## config.mk

```make
export PLATFORM = sky130hd
export DESIGN_NAME = s4ga
export DESIGN_NICKNAME = d
export VERILOG_FILES = /design/src/rtl/s4ga_pkg.sv /design/src/rtl/s4ga_lut.sv /design/src/rtl/s4ga.sv
export SDC_FILE = /design/constraint.sdc
export NUM_CORES = 1
export LEC_CHECK = 0
export ABC_AREA = 1
export ABC_CLOCK_PERIOD_IN_PS = 3330
export CORE_MARGIN = 3
export CORE_UTILIZATION = 27
export DETAILED_ROUTE_END_ITERATION = 10
export GPL_TIMING_DRIVEN = 0
export HOLD_SLACK_MARGIN = 0.12
export SYNTH_ARGS = -nofsm -noshare
export SYNTH_HDL_FRONTEND = slang
export SYNTH_SLANG_ARGS = --single-unit
```

## constraint.sdc

```tcl
create_clock -name io_in -period 3.33 [get_ports io_in]
set_input_delay 0.666 -clock io_in [delete_from_list [all_inputs] [get_ports io_in]]
set_output_delay 0.666 -clock io_in [all_outputs]
set_load 0.05 [all_outputs]
```

## src/rtl/s4ga_pkg.sv

```systemverilog
// Shared sizing for the s4ga bit-serial LUT fabric.
// Config word layout: K select fields (LSB first) followed by the truth table in the top bits.
package s4ga_pkg;

  localparam int N      = 16;
  localparam int K      = 4;
  localparam int SI_W   = 4;

  localparam int IDX_W  = $clog2(N);
  localparam int TT_W   = 2 ** K;
  localparam int CFG_W  = K * IDX_W + TT_W;
  localparam int BEATS  = CFG_W / SI_W;
  localparam int SR_W   = CFG_W - SI_W;
  localparam int BEAT_W = $clog2(BEATS);
  localparam int OUT_W  = 8;

  localparam int SEL_LSB = 0;
  localparam int SEL_W   = K * IDX_W;
  localparam int TT_LSB  = CFG_W - TT_W;

endpackage

```

## src/rtl/s4ga_lut.sv

```systemverilog
// Combinational K-input LUT: K N:1 selects pick bits of lut_q, which then index the truth table.
module s4ga_lut
  import s4ga_pkg::*;
(
  input  logic [N-1:0]     i_lut_q,
  input  logic [SEL_W-1:0] i_sel,
  input  logic [TT_W-1:0]  i_tt,
  output logic             o_q
);

  logic [K-1:0] w_idx;

  // select 0 lands in the LSB of the truth-table index
  always_comb begin
    w_idx = '0;
    for (int k = 0; k < K; k++) begin
      w_idx[k] = i_lut_q[i_sel[k*IDX_W +: IDX_W]];
    end
  end

  assign o_q = i_tt[w_idx];

endmodule

```

## src/rtl/s4ga.sv

```systemverilog
// Bit-serial LUT fabric: one LUT word arrives every BEATS clocks and is evaluated on its last beat.
// Nothing is stored beyond the partial word and the LUT output flops, so the stream must repeat.
module s4ga
  import s4ga_pkg::*;
(
  input  logic [7:0] io_in,
  output logic [7:0] io_out
);

  logic            w_clk;
  logic            w_rst;
  logic [SI_W-1:0] w_si;
  logic [1:0]      w_unused_pins;

  assign w_clk         = io_in[0];
  assign w_rst         = io_in[1];
  assign w_si          = io_in[2 +: SI_W];
  assign w_unused_pins = io_in[7:6];

  logic [BEAT_W-1:0] r_beat;
  logic [IDX_W-1:0]  r_cur;
  logic [SR_W-1:0]   r_sr;
  logic [N-1:0]      r_lut_q;

  logic [CFG_W-1:0]  w_cfg;
  logic              w_last;
  logic              w_lut_bit;

  assign w_cfg  = {w_si, r_sr};
  assign w_last = (r_beat == BEAT_W'(BEATS - 1));

  s4ga_lut u_lut (
    .i_lut_q (r_lut_q),
    .i_sel   (w_cfg[SEL_LSB +: SEL_W]),
    .i_tt    (w_cfg[TT_LSB +: TT_W]),
    .o_q     (w_lut_bit)
  );

  // lut_q is written in place, so later LUTs in the frame see this frame's values
  always_ff @(posedge w_clk) begin
    if (w_rst) begin
      r_beat  <= '0;
      r_cur   <= '0;
      r_sr    <= '0;
      r_lut_q <= '0;
    end else if (w_last) begin
      r_lut_q[r_cur] <= w_lut_bit;
      r_cur          <= r_cur + IDX_W'(1);
      r_beat         <= '0;
    end else begin
      r_sr[int'(r_beat) * SI_W +: SI_W] <= w_si;
      r_beat                            <= r_beat + BEAT_W'(1);
    end
  end

  assign io_out = r_lut_q[OUT_W-1:0];

endmodule

```

# After elaboration in Yosys (flattened, before gate mapping)
# Cells that the tools add are included.
# totals
reg_bits,51
inputBits,8
# classes
addsub,3
magnitude_cmp,7
n_eq_ne,1
shifts,2
muxes,14
n_reduce_logical,2
# op_table
cell,count
$neg A5 Y33,1
$shift A4 B33 Y28 const A,1
$shiftx A4 B33 Y28,1
$lt A4 B5 Y1 const B,6
$bwmux W28,1
$bmux W1 S4,5
$bwmux W16,1
$mux W1,6
$add A4 B1 Y4 const B,1
$demux W1 S4,1
$ge A4 B1 Y1 const B,1
$add A3 B1 Y3 const B,1
$eq A3 B3 Y1 const B,1
$reduce_or A2 Y1,1
$logic_and A1 B1 Y1,1

# Longest topological paths before layout
# Gate-level depths: netlist (run 1).
# logic_depth
word_depth,5
mapped_depth,16

# Hierarchy
# From an unflattened synthesis (run 1), not the netlist that was laid out.
# unflattened
cells_unflattened,488
hier_area_um2,3174.3
# modules_own_cells
module,instances,cells_per_inst,area_per_inst_um2,seq_area_each_um2
s4ga,1,308,2298.5,1021.0
s4ga_lut,1,180,875.8,0.0

# Worst setup path after synthesis (run 1)
# Ideal clock, no wire load.
# synth_timing
path_type,register -> register
from,register r_beat[0]
to,register r_sr[17]
setup_time_ps,86
arrival_time_ps,2008
t_required_ps,3244
slack_ps,1236
path_stages_with_launch,11
n_path_buf,1
period_less_slack_ps,2094
path_cell_list,dfxtp_1 > buf_2 > inv_1 > ha_1 > ha_1 > inv_1 > nor2_1 > inv_1 > nor4_2 > inv_1 > a211oi_1
# synth_via
elab_chain_cells,3
elab_cells_between_ends,5
classes_between,add/sub: 1; eq/ne: 1; shift: 2; mux: 1
# synth_rtl
item,line_no,rtl
start: declaration,s4ga.sv:20,logic [BEAT_W-1:0] r_beat;
start signal: assignment,s4ga.sv:52,r_beat <= r_beat + BEAT_W'(1);
$neg A5 Y33,s4ga.sv:51,r_sr[int'(r_beat) * SI_W +: SI_W] <= w_si;
$shiftx A4 B33 Y28 / $shift A4 B33 Y28 (equally long branches),s4ga.sv:51,
$bwmux W28,s4ga.sv:51,
end signal: indexed assignment,s4ga.sv:51,
end: declaration,s4ga.sv:22,logic [SR_W-1:0] r_sr;
# Several ways; a longest one is shown, not always the timed one.
# A chain may end at the register's enable or synchronous reset.

==> results of run 1 <==
==> per-layer routing <==
layer / up-vias / GRT usage, %
met4: 0 / 24.83
li1: 1748 / -
met3: 94 / 20.52
met1: 1731 / 18.62
met5: - / 1.111
met2: 261 / 26.16
==> worst paths after layout <==
check | cells past startpoint | to | slack, ps
max | 8 | r_lut_q[9] | 520
min reg2reg | 2 | r_sr[23] | 470
min | 5 | r_lut_q[7] | 90
max reg2reg | 10 | r_sr[17] | 700
==> stage by stage <==
step	power (mW)	worst slack, ps
4_1_cts	5.971	498.5
5_1_grt	6.393	158.8
6_report	5.902	518.7
3_3_place_gp	1.714	755.4
2_1_floorplan	1.714	755.5
3_5_place_dp	1.714	755.4
==> area by class of cell <==
| type | count | share of cell area (%) |
|---|---|---|
| tap | 143 | 3.527 |
| clock inverter | 56 | 4.242 |
| inverter | 61 | 4.513 |
| multi-input combinational | 328 | 34.94 |
| timing repair buffer | 8 | 1.578 |
| buffer | 19 | 3.255 |
| clock buffer | 59 | 27.82 |
| sequential | 51 | 20.12 |
==> cells in the final DEF (no fill, tap or decap), types with 7 or more instances in the layout <==
cell type / Yosys / layout
inv_1: 78 / 107
nor2_1: 69 / 69
nand2_1: 62 / 62
clkbuf_16: 0 / 55
dfxtp_1: 51 / 51
nand3_1: 48 / 48
a21oi_1: 47 / 47
o21ai_0: 39 / 39
nand3_2: 20 / 20
buf_4: 9 / 9
ha_1: 9 / 9
clkdlybuf4s50_1: 0 / 8
inv_2: 7 / 7
==> registers in the layout (all words and copies together) (netlist names) <==
name,cells
r_beat,3
r_lut_q,16
r_cur,4
r_sr,28
==> kinds of logic after synthesis <==
| family | count (synthesis) | share of synthesized area (%) |
|---|---|---|
| AOI/OAI and AO/OA | 98 | 15.59 |
| adders and majority gates | 9 | 3.431 |
| buffers and inverters | 105 | 14.87 |
| DFF | 51 | 31.11 |
| and+or+nand+nor | 221 | 35.00 |
==> tightest hold or removal path, stage by stage <==
cell,delay [ps]
clkbuf_16,110
clkbuf_16,120
nor2_1,40
nand2_1,50
inv_1,30
==> report_power, final <==
group,switching (mW),leakage [nW],internal [mW]
combinational,0,0.341,0
sequential,0,0.439,0.682
clock,1.86,1.17,3.36
==> results.rst, run 1 <==
.. list-table::
   :header-rows: 1

   * - Metric
     - Value
   * - Status
     - completed
   * - Total met2 wirelength after detailed routing
     - 5.500 mm
   * - Number of unique standard cell types used by synthesis
     - 33
   * - # hold bufs at CTS
     - 0
   * - Slowest-stage cell, CP
     - dlygate4sd3_1
   * - Cell taking the most area after synthesis
     - dfxtp_1
   * - Worst setup startpoint
     - io_in[1]
   * - Cell area after synthesis
     - 3282 um2
   * - Worst Path Buf+Inv
     - 6
   * - Global Route Usage Sum
     - 21.50%
   * - Cells after DPL
     - 635
   * - Initial core utilization
     - 28.14%
   * - Met3 routed WL
     - 1.477 mm
   * - DIE HEIGHT
     - 116.3 um
   * - Count of antenna diodes in the layout
     - 0
   * - Worst hold margin
     - 89.01 ps
   * - WL final
     - 12.31 mm
   * - Gate count after technology mapping
     - 484
   * - Category of the worst setup path capture point
     - flop
   * - Share of post-route cells with drive strength above 1
     - 19.59%
   * - Most common cell on crit path
     - clkbuf_16
   * - Hold Vio Cnt, Final
     - 0
   * - Data arrival at the endpoint of the critical path
     - 3050 ps
   * - Gpl congestion
     - 0.9276
   * - Worst Path Required
     - 3570 ps
   * - Setup fix buffers added after clock tree synthesis
     - 0
   * - Sequential-to-total area share from yosys stat
     - 31.11%
   * - Multi-input combinational cell area
     - 1773 um2
   * - Pin count of the biggest net entering global routing
     - 16
   * - CTS tree
     - built
   * - Global-route wire length before repair
     - 21.80 mm
   * - Top cells by count, synth
     - inv_1 (78), nor2_1 (69), nand2_1 (62)
   * - Die area
     - 13510 um2
   * - Relative slew slack
     - 66.89%
   * - Final setup violation count
     - 0
   * - Summed negative setup slack over all endpoints
     - 0 ps
   * - Core outline area
     - 11660 um2
   * - Worst Path Max Fanout
     - 5
   * - Number of antenna-violating nets in the routed design
     - 0
   * - FILL cells
     - 1064
   * - Slew at the pin closest to its max-slew limit
     - 491.5 ps
   * - Port Buffers
     - 8
   * - Wire length per cell
     - 16.98 um
   * - DRC violation count after routing
     - 0
   * - Count of routing violations after the opening detailed-route iteration
     - 402
   * - Routed metal-1 wire length
     - 4.484 mm
   * - Classification of the worst setup path
     - clk2reg
   * - Hold path startpoint
     - io_in[1]
   * - Skew-Pair Late Insertion Delay
     - 300 ps
   * - Avg Vias per Cell
     - 5.288
   * - Worst Hold Class
     - clk2reg
   * - Final Slew Violations
     - 0
   * - Final core utilization
     - 43.50%
   * - Via count
     - 3834
   * - Number of synthesized flops with an enable pin
     - 0
   * - Stage delay of the slowest cell on the critical path
     - 590 ps
   * - Filler-free cell count of the finished design
     - 725
   * - Worst clock skew
     - 14.19 ps
   * - Most frequently used flop master after synthesis
     - dfxtp_1
   * - Count leader, synth
     - inv_1
   * - Gate family responsible for the most delay along the worst path
     - buffers and inverters
   * - Post-Synthesis Mean Instance Area
     - 6.781 um2
   * - First drt pass iteration count
     - 5
   * - Async set-or-reset flop fraction in the synthesized netlist
     - 0%
   * - Yosys warning count
     - 0
   * - Detailed Place HPWL
     - 6.567 mm
   * - CTS clock-pin slew for the worst setup and hold paths
     - 70 ps
   * - Final net count
     - 588
   * - Antenna violations before repair
     - 0
   * - FF/Latch Area
     - 1021 um2
   * - Final cell area excluding filler cells
     - 5074 um2
   * - Uppermost metal layer occupied by signal nets
     - met4
   * - Top-level I/O count
     - 16
   * - Post-CTS Resized
     - 0
   * - Number of global-route vias before repair
     - 4870
   * - Chain of cells forming the critical path
     - clkbuf_16, clkbuf_16, dlygate4sd3_1, clkbuf_16, clkbuf_16, nor2_1, nand2_1, inv_1
   * - P per Cell Area
     - 1163 nW/um2
   * - X dimension of the die
     - 116.3 um
   * - Rows
     - 39
   * - Share of the synthesized area in the top cell type
     - 31.11%
   * - Sum of overflow across all layers after global routing
     - 0
   * - Startpoint of the worst register-to-register path
     - r_beat[0]
   * - Peak supply drop
     - 0.0004778 V
   * - Post-detailed-placement cell area
     - 3541 um2
   * - Yosys reg bits
     - 51
   * - Leading post-synthesis cells by cell area
     - dfxtp_1 (31%), inv_1 (8.9%), nor2_1 (7.9%)
   * - Static leakage power
     - 1.950 nW
   * - Kind of start point of the critical path
     - clock port
   * - Synthesis-to-finish area growth
     - 54.59%
   * - Net Count, Synth
     - 501
   * - MaxCap Viol Count
     - 0
   * - Unrepaired setup endpoints after global routing
     - false
No activity file was read; power rests on OpenSTA's default activity.
==> inputs of run 2 (changes only) <==
Settings changed: ABC_CLOCK_PERIOD_IN_PS 3330 to 2400.
Clock period 3.33 ns to 2.4 ns, I/O delays scaled along.
==> run 2 against run 1 <==
  * Clock skew rose by 2.9 ps
  * Via count rose by 1.2%
  * Critical endpoint is now r_lut_q[4]
  * Critical path depth grew 4
  * Worst setup slack lost 390 ps
  * Sequential power is 39% higher
  * Core utilization is 0.63 points higher
  * First-iteration DRC count rose by 34%
  * Hold slack improved by 12 ps
  * Register-to-register slack got worse by 530 ps
  * Cell count rose by 0.28%
  * Global-route usage down 0.15 points
  * Largest power group unchanged
  * Non-clock buffer count grew 2
==> results.rst, run 2 (synthesis results as in run 1) <==
.. list-table::
   :header-rows: 1

   * - Metric
     - Value
   * - Status
     - completed
   * - Core outline area
     - 11660 um2 (unchanged)
   * - Share of post-route cells with drive strength above 1
     - 22.26% (+2.7 points)
   * - # hold bufs at CTS
     - 0 (unchanged)
   * - MaxCap Viol Count
     - 0 (unchanged)
   * - Minimum setup slack among reg-to-reg paths
     - 170 ps (-530 ps)
   * - Worst Path Max Fanout
     - 10 (+5)
   * - Count of antenna diodes in the layout
     - 0 (unchanged)
   * - Global Route Usage Sum
     - 21.35% (-0.15 points)
   * - DIE HEIGHT
     - 116.3 um (unchanged)
   * - Rows
     - 39 (unchanged)
   * - Switching fraction of total power
     - 31.59% (+0.092 points)
   * - Share of the clock period used by the worst path
     - 94.59%
   * - Clock network fraction of design power
     - 88.4% (about the same)
   * - Number of global-route vias before repair
     - 4889 (+0.39%)
   * - Port Buffers
     - 8 (unchanged)
   * - Avg Vias per Cell
     - 5.336 (+0.90%)
   * - Worst hold margin
     - 100.7 ps (+11.65 ps)
   * - Top-level I/O count
     - 16 (unchanged)
   * - X dimension of the die
     - 116.3 um (unchanged)
   * - Worst clock skew
     - 17.06 ps (+2.861 ps)
   * - Synthesis-to-finish area growth
     - 56.84%
   * - Classification of the worst setup path
     - clk2reg
   * - Initial core utilization
     - 28.14% (unchanged)
   * - FILL cells
     - 1048 (-1.5%)
   * - P per Cell Area
     - 1585 nW/um2 (+36%)
   * - Peak supply drop
     - 0.0006895 V (+44%)
   * - Reg with most FFs
     - r_sr
   * - Fin crit period
     - 2270 ps
   * - Pin count of the biggest net entering global routing
     - 16 (unchanged)
   * - Fmax achieved
     - 443.6 MHz
   * - Number of antenna-violating nets in the routed design
     - 0 (unchanged)
   * - Cells after DPL
     - 635 (unchanged)
   * - Static leakage power
     - 1.977 nW (+1.4%)
   * - Max FFs per register
     - 28 (unchanged)
   * - Via count
     - 3879 (+1.2%)
   * - Detailed Place HPWL
     - 6.567 mm (unchanged)
   * - Sum of overflow across all layers after global routing
     - 0 (unchanged)
   * - Final Slew Violations
     - 0 (unchanged)
   * - Internal cell power
     - 5.582 mW (+38%)
   * - Min-Delay Path Depth
     - 5 (unchanged)
   * - Die area
     - 13510 um2 (unchanged)
   * - Global-route wire length before repair
     - 21.80 mm (unchanged)
   * - Hold Path End
     - r_lut_q[7]
   * - Sw power
     - 2.578 mW (+39%)
   * - Hold Vio Cnt, Final
     - 0 (unchanged)
   * - Final net count
     - 590 (+0.34%)
   * - Post-detailed-placement cell area
     - 3541 um2 (unchanged)
   * - Relative slew slack
     - 57.26% (-9.6 points)
   * - Filler-free cell count of the finished design
     - 727 (+0.28%)
   * - Largest regs
     - r_sr x28, r_lut_q x16, r_cur x4
   * - Commonest non-fill, non-tap cell in the layout
     - inv_1
   * - Data arrival at the endpoint of the critical path
     - 2460 ps (-590 ps)
   * - Highest-count cells in the layout ignoring fill and taps
     - inv_1 (106), nor2_1 (67), nand2_1 (62), clkbuf_16 (55), dfxtp_1 (49)
   * - Combinational cell fraction of total power
     - 0% (unchanged)
   * - Kind of start point of the critical path
     - clock port
   * - WL final
     - 12.39 mm (+0.61%)
   * - Category of the worst setup path capture point
     - flop
   * - Hold path startpoint
     - io_in[1]
   * - Total power of the final layout
     - 8.160 mW (+38%)
   * - Worst Hold Class
     - clk2reg
   * - Slew at the pin closest to its max-slew limit
     - 636.2 ps (+144.7 ps)
   * - Startpoint of the worst register-to-register path
     - r_beat[0]
   * - CTS clock-pin slew for the worst setup and hold paths
     - 70 ps (about the same)
   * - Antenna violations before repair
     - 0 (unchanged)
   * - Final setup violation count
     - 0 (unchanged)
   * - Gpl congestion
     - 0.9276 (unchanged)
   * - Summed negative setup slack over all endpoints
     - 0 ps (unchanged)
   * - Wire length per cell
     - 17.04 um (+0.33%)
   * - First drt pass iteration count
     - 6 (+1)
   * - Critical R2R Capture
     - r_sr[17]
   * - Skew-Pair Late Insertion Delay
     - 300 ps (about the same)
   * - CTS tree
     - built
   * - Count of routing violations after the opening detailed-route iteration
     - 539 (+34%)
   * - Register-to-Register Path Depth
     - 10 (unchanged)
   * - DRC violation count after routing
     - 0 (unchanged)
   * - Sequential group share of total power
     - 11.6% (about the same)
   * - Worst Path Required
     - 2590 ps (-980 ps)
   * - Final cell area excluding filler cells
     - 5147 um2 (+1.5%)
[run 2: worst max-delay path, stage by stage]
cell and delay, ps:
clkbuf_16 120, clkbuf_16 140, clkbuf_16 130, inv_1 40, nand3_1 100, nand3_1 130, nand3_2 90, nand3_4 150
buf_12 170, nand3_2 70, nand2_1 70, inv_1 50
[run 2: worst max-delay path by stage]
| stage | start | endpoint | slack, ps | cells past startpoint |
|---|---|---|---|---|
| finish | io_in[4] | r_lut_q[4] | 130 | 12 |
| global route | r_beat[0] | r_sr[25] | -30 | 10 |
| CTS | r_beat[0] | r_sr[17] | 20 | 10 |
| detailed placement | r_beat[0] | r_sr[17] | -60 | 10 |
| global placement | r_beat[0] | r_sr[17] | -50 | 10 |
| floorplan | io_in[1] | r_lut_q[0] | 290 | 4 |
[run 2: cell type report]
class / instances / area (um2) / area share [%]
Buffer: 16 / 150.1 / 2.917
Clock buffer: 59 / 1411 / 27.42
Clock inverter: 56 / 215.2 / 4.181
Inverter: 61 / 232.7 / 4.521
Multi-Input combinational cell: 328 / 1818 / 35.32
Sequential cell: 51 / 1023 / 19.88
Tap cell: 143 / 178.9 / 3.476
Timing Repair Buffer: 13 / 117.6 / 2.285
[run 2: repair_timing]
action / in CTS / in global routing
setup endpoints to repair: 10 / 68
gates resized for setup: 3 / 14
buffers inserted: 0 / 5
pin swaps: 0 / 3
[run 2: per-stage QoR]
| stage | worst slack, ps | utilization, % |
|---|---|---|
| 6_report | 129.8 | 44.14 |
| 5_1_grt | -31.29 | 44.14 |
| 4_1_cts | 23.87 | 43.60 |
| 3_5_place_dp | -63.97 | 30.36 |
| 3_3_place_gp | -52.47 | 30.36 |
| 2_1_floorplan | 290.5 | - |
[run 2: power by group through the flow]
stage | Clock (mW) | Combinational, mW | Sequential, mW
after global placement | 1.40 | 0.000000341 | 0.974
final | 7.21 | 0.000000372 | 0.947
after CTS | 7.34 | 0.000000348 | 0.947
after global routing | 7.82 | 0.000000372 | 0.947
after detailed placement | 1.40 | 0.000000341 | 0.974
after floorplan | 1.40 | 0.000000314 | 0.974
[run 2: metal layers]
| layer | part of all wire, % | up-vias | GRT usage, % | wire, um |
|---|---|---|---|---|
| li1 | - | 1749 | - | - |
| met1 | 36 | 1750 | 17.71 | 4485 |
| met2 | 45 | 286 | 26.09 | 5557 |
| met3 | 12 | 94 | 21.40 | 1523 |
| met4 | 6.6 | 0 | 24.98 | 820 |
| met5 | 0 | - | 0.3704 | 0 |
==> inputs of run 3 (changes only) <==
Settings changed: CORE_MARGIN 3 to 2.
==> run 3 against run 2 <==
  * Critical path type is now reg2reg
  * Routed wire length is 4.6% lower
  * Global-route usage is 0.63 points lower
  * Cell count increased by 0.55%
  * Register-to-register slack worse by 50 ps
  * Critical endpoint is now r_sr[16]
  * Clock skew shrank 8.8 ps
==> results.rst, run 3 (synthesis results as in run 1) <==
.. list-table::
   :header-rows: 1

   * - Metric
     - Value
   * - Status
     - completed
   * - Sw power
     - 2.564 mW (-0.54%)
   * - Internal cell power
     - 5.715 mW (+2.4%)
   * - Die area
     - 13050 um2 (-3.4%)
   * - Slowest-stage cell, CP
     - dfxtp_1
   * - Share of the clock period used by the worst path
     - 94.90% (+0.31 points)
   * - Combinational cell fraction of total power
     - 0% (unchanged)
   * - Summed negative setup slack over all endpoints
     - 0 ps (unchanged)
   * - Relative slew slack
     - 54.20% (-3.1 points)
   * - MaxCap Viol Count
     - 0 (unchanged)
   * - Stage delay of the slowest cell on the critical path
     - 340 ps (+170 ps)
   * - Count of routing violations after the opening detailed-route iteration
     - 341 (-37%)
   * - Chain of cells forming the critical path
     - clkbuf_4, inv_1, ha_1, ha_4, inv_1, nor2_4, inv_1, nor4_4, buf_4, o21ai_0, nor2_1
   * - Detailed Place HPWL
     - 6.497 mm (-1.1%)
   * - Sum of overflow across all layers after global routing
     - 0 (unchanged)
   * - P per Cell Area
     - 1603 nW/um2 (+1.1%)
   * - Kind of start point of the critical path
     - flop
   * - Commonest non-fill, non-tap cell in the layout
     - inv_1
   * - Port Buffers
     - 8 (unchanged)
   * - Number of antenna-violating nets in the routed design
     - 0 (unchanged)
   * - Wire length per cell
     - 16.16 um (-5.2%)
   * - Antenna violations before repair
     - 0 (unchanged)
   * - Final core utilization
     - 43.19% (-0.95 points)
   * - Synthesis-to-finish area growth
     - 57.42%
   * - CTS tree
     - built
   * - Final Slew Violations
     - 0 (unchanged)
   * - Pin count of the biggest net entering global routing
     - 16 (unchanged)
   * - Fmax achieved
     - 439.1 MHz (-1.0%)
   * - Largest regs
     - r_sr x28, r_lut_q x16, r_cur x4
   * - Highest-count cells in the layout ignoring fill and taps
     - inv_1 (106), nor2_1 (67), nand2_1 (62), clkbuf_16 (55), dfxtp_1 (51)
   * - Global-route layer with the greatest usage
     - met4
   * - Peak supply drop
     - 0.0005500 V (-20%)
   * - Most common cell on crit path
     - inv_1
   * - Initial core utilization
     - 27.44% (-0.70 points)
   * - Global-route met3 utilization
     - 21.23% (-0.17 points)
   * - Worst Path Max Fanout
     - 9 (-1)
   * - CTS clock-pin slew for the worst setup and hold paths
     - 70 ps (about the same)
   * - Classification of the worst setup path
     - reg2reg
   * - Final setup violation count
     - 0 (unchanged)
   * - Rows
     - 40 (+2.6%)
   * - Count of antenna diodes in the layout
     - 0 (unchanged)
   * - Fin crit period
     - 2278 ps (+7.412 ps)
   * - Post-detailed-placement cell area
     - 3546 um2 (+0.14%)
   * - Final net count
     - 589 (-0.17%)
   * - Gpl congestion
     - 0.9433 (+1.7%)
   * - First drt pass iteration count
     - 9 (+3)
   * - Number of global-route vias before repair
     - 4748 (-2.9%)
   * - DRC violation count after routing
     - 0 (unchanged)
   * - Sequential group share of total power
     - 11.4% (-0.2 points)
   * - Core outline area
     - 11960 um2 (+2.6%)
   * - Via count
     - 3786 (-2.4%)
   * - DIE HEIGHT
     - 114.3 um (-1.7%)
   * - Worst Path Required
     - 2650 ps (+60 ps)
   * - Hold Vio Cnt, Final
     - 0 (unchanged)
   * - X dimension of the die
     - 114.3 um (-1.7%)
   * - Top-level I/O count
     - 16 (unchanged)
   * - Met1 usage in global routing
     - 15.94% (-1.8 points)
   * - Worst clock skew
     - 8.235 ps (-8.821 ps)
   * - Worst hold margin
     - 91.68 ps (-8.978 ps)
   * - Global Route Usage Sum
     - 20.72% (-0.63 points)
   * - Category of the worst setup path capture point
     - flop
   * - Global-route wire length before repair
     - 20.04 mm (-8.1%)
   * - Clock network fraction of design power
     - 88.6% (+0.2 points)
   * - WL final
     - 11.81 mm (-4.6%)
   * - Skew-Pair Late Insertion Delay
     - 310 ps (about the same)
   * - Max FFs per register
     - 28 (unchanged)
   * - Share of post-route cells with drive strength above 1
     - 21.40% (-0.86 points)
   * - Met2 GRT Util
     - 24.17% (-1.9 points)
   * - Avg Vias per Cell
     - 5.179 (-2.9%)
   * - Reg with most FFs
     - r_sr
   * - Switching fraction of total power
     - 30.97% (-0.62 points)
   * - Final cell area excluding filler cells
     - 5166 um2 (+0.36%)
   * - Slew at the pin closest to its max-slew limit
     - 681.7 ps (+45.51 ps)
   * - Worst Hold Class
     - clk2reg
   * - Static leakage power
     - 1.988 nW (+0.54%)
   * - Data arrival at the endpoint of the critical path
     - 2520 ps (+60 ps)
## run 3: changes by cell type in the layout (fill, tap and decap cells not counted), moves of 2 or more
cell     change
buf_4        -3
dfxtp_1      +2
dfxtp_2      -2
ha_2         -2
## run 3: per-layer routing
metal / routed length, um / up-vias
met5: 0 / -
met3: 1413 / 90
met4: 746 / 0
met2: 5429 / 238
li1: - / 1753
met1: 4223 / 1705
## run 3: worst max-delay path, delay by kind of cell, from the launching register on
kind / cells / cell delay, ps
simple gates: 3 / 610
flops: 1 / 340
fa+ha+maj: 2 / 550
buf+inv: 5 / 650
compound gates: 1 / 70
## run 3: metrics by stage
stage / setup slack [ps] / total power [mW] / cells
detailed placement: -56.47 / 2.378 / 639
global route: -2.325 / 8.924 / 731
CTS: 21.14 / 8.438 / 729
floorplan: 290.5 / 2.378 / 484
global placement: -25.09 / 2.378 / 639
finish: 122.4 / 8.279 / 731
## run 3: final timing paths
path,startpoint,to,slack (ps),cells after the start
worst max-delay path,r_beat[0],r_sr[16],120,11
worst min-delay path,io_in[1],r_cur[2],90,4
worst max register to register,r_beat[0],r_sr[16],120,11
worst min register to register,r_sr[15],r_sr[15],480,2
## run 3: layout make-up
cell class / count / area [um2]
plain buffers: 17 / 153.9
clock buffers: 58 / 1398
clock inverters: 58 / 260.3
fillers: 1070 / 6795
inverters: 61 / 232.7
multi-input cells: 328 / 1814
flip-flops and latches: 51 / 1021
well taps: 147 / 183.9
repair buffers: 11 / 102.6
## run 3: power groups by stage
| stage | clock (mW) | sequential [mW] | combinational (mW) |
|---|---|---|---|
| 5_1_grt | 7.98 | 0.946 | 0.000000364 |
| 4_1_cts | 7.49 | 0.947 | 0.000000348 |
| 2_1_floorplan | 1.40 | 0.974 | 0.000000314 |
| 6_report | 7.33 | 0.947 | 0.000000364 |
| 3_3_place_gp | 1.40 | 0.974 | 0.000000341 |
| 3_5_place_dp | 1.40 | 0.974 | 0.000000341 |
## run 3: what timing repair did
item	4_1_cts	5_1_grt
setup endpoints to repair	12	29
pin swaps	1	2
resized for setup	2	10
buffers inserted	0	3
hold buffers	0	0
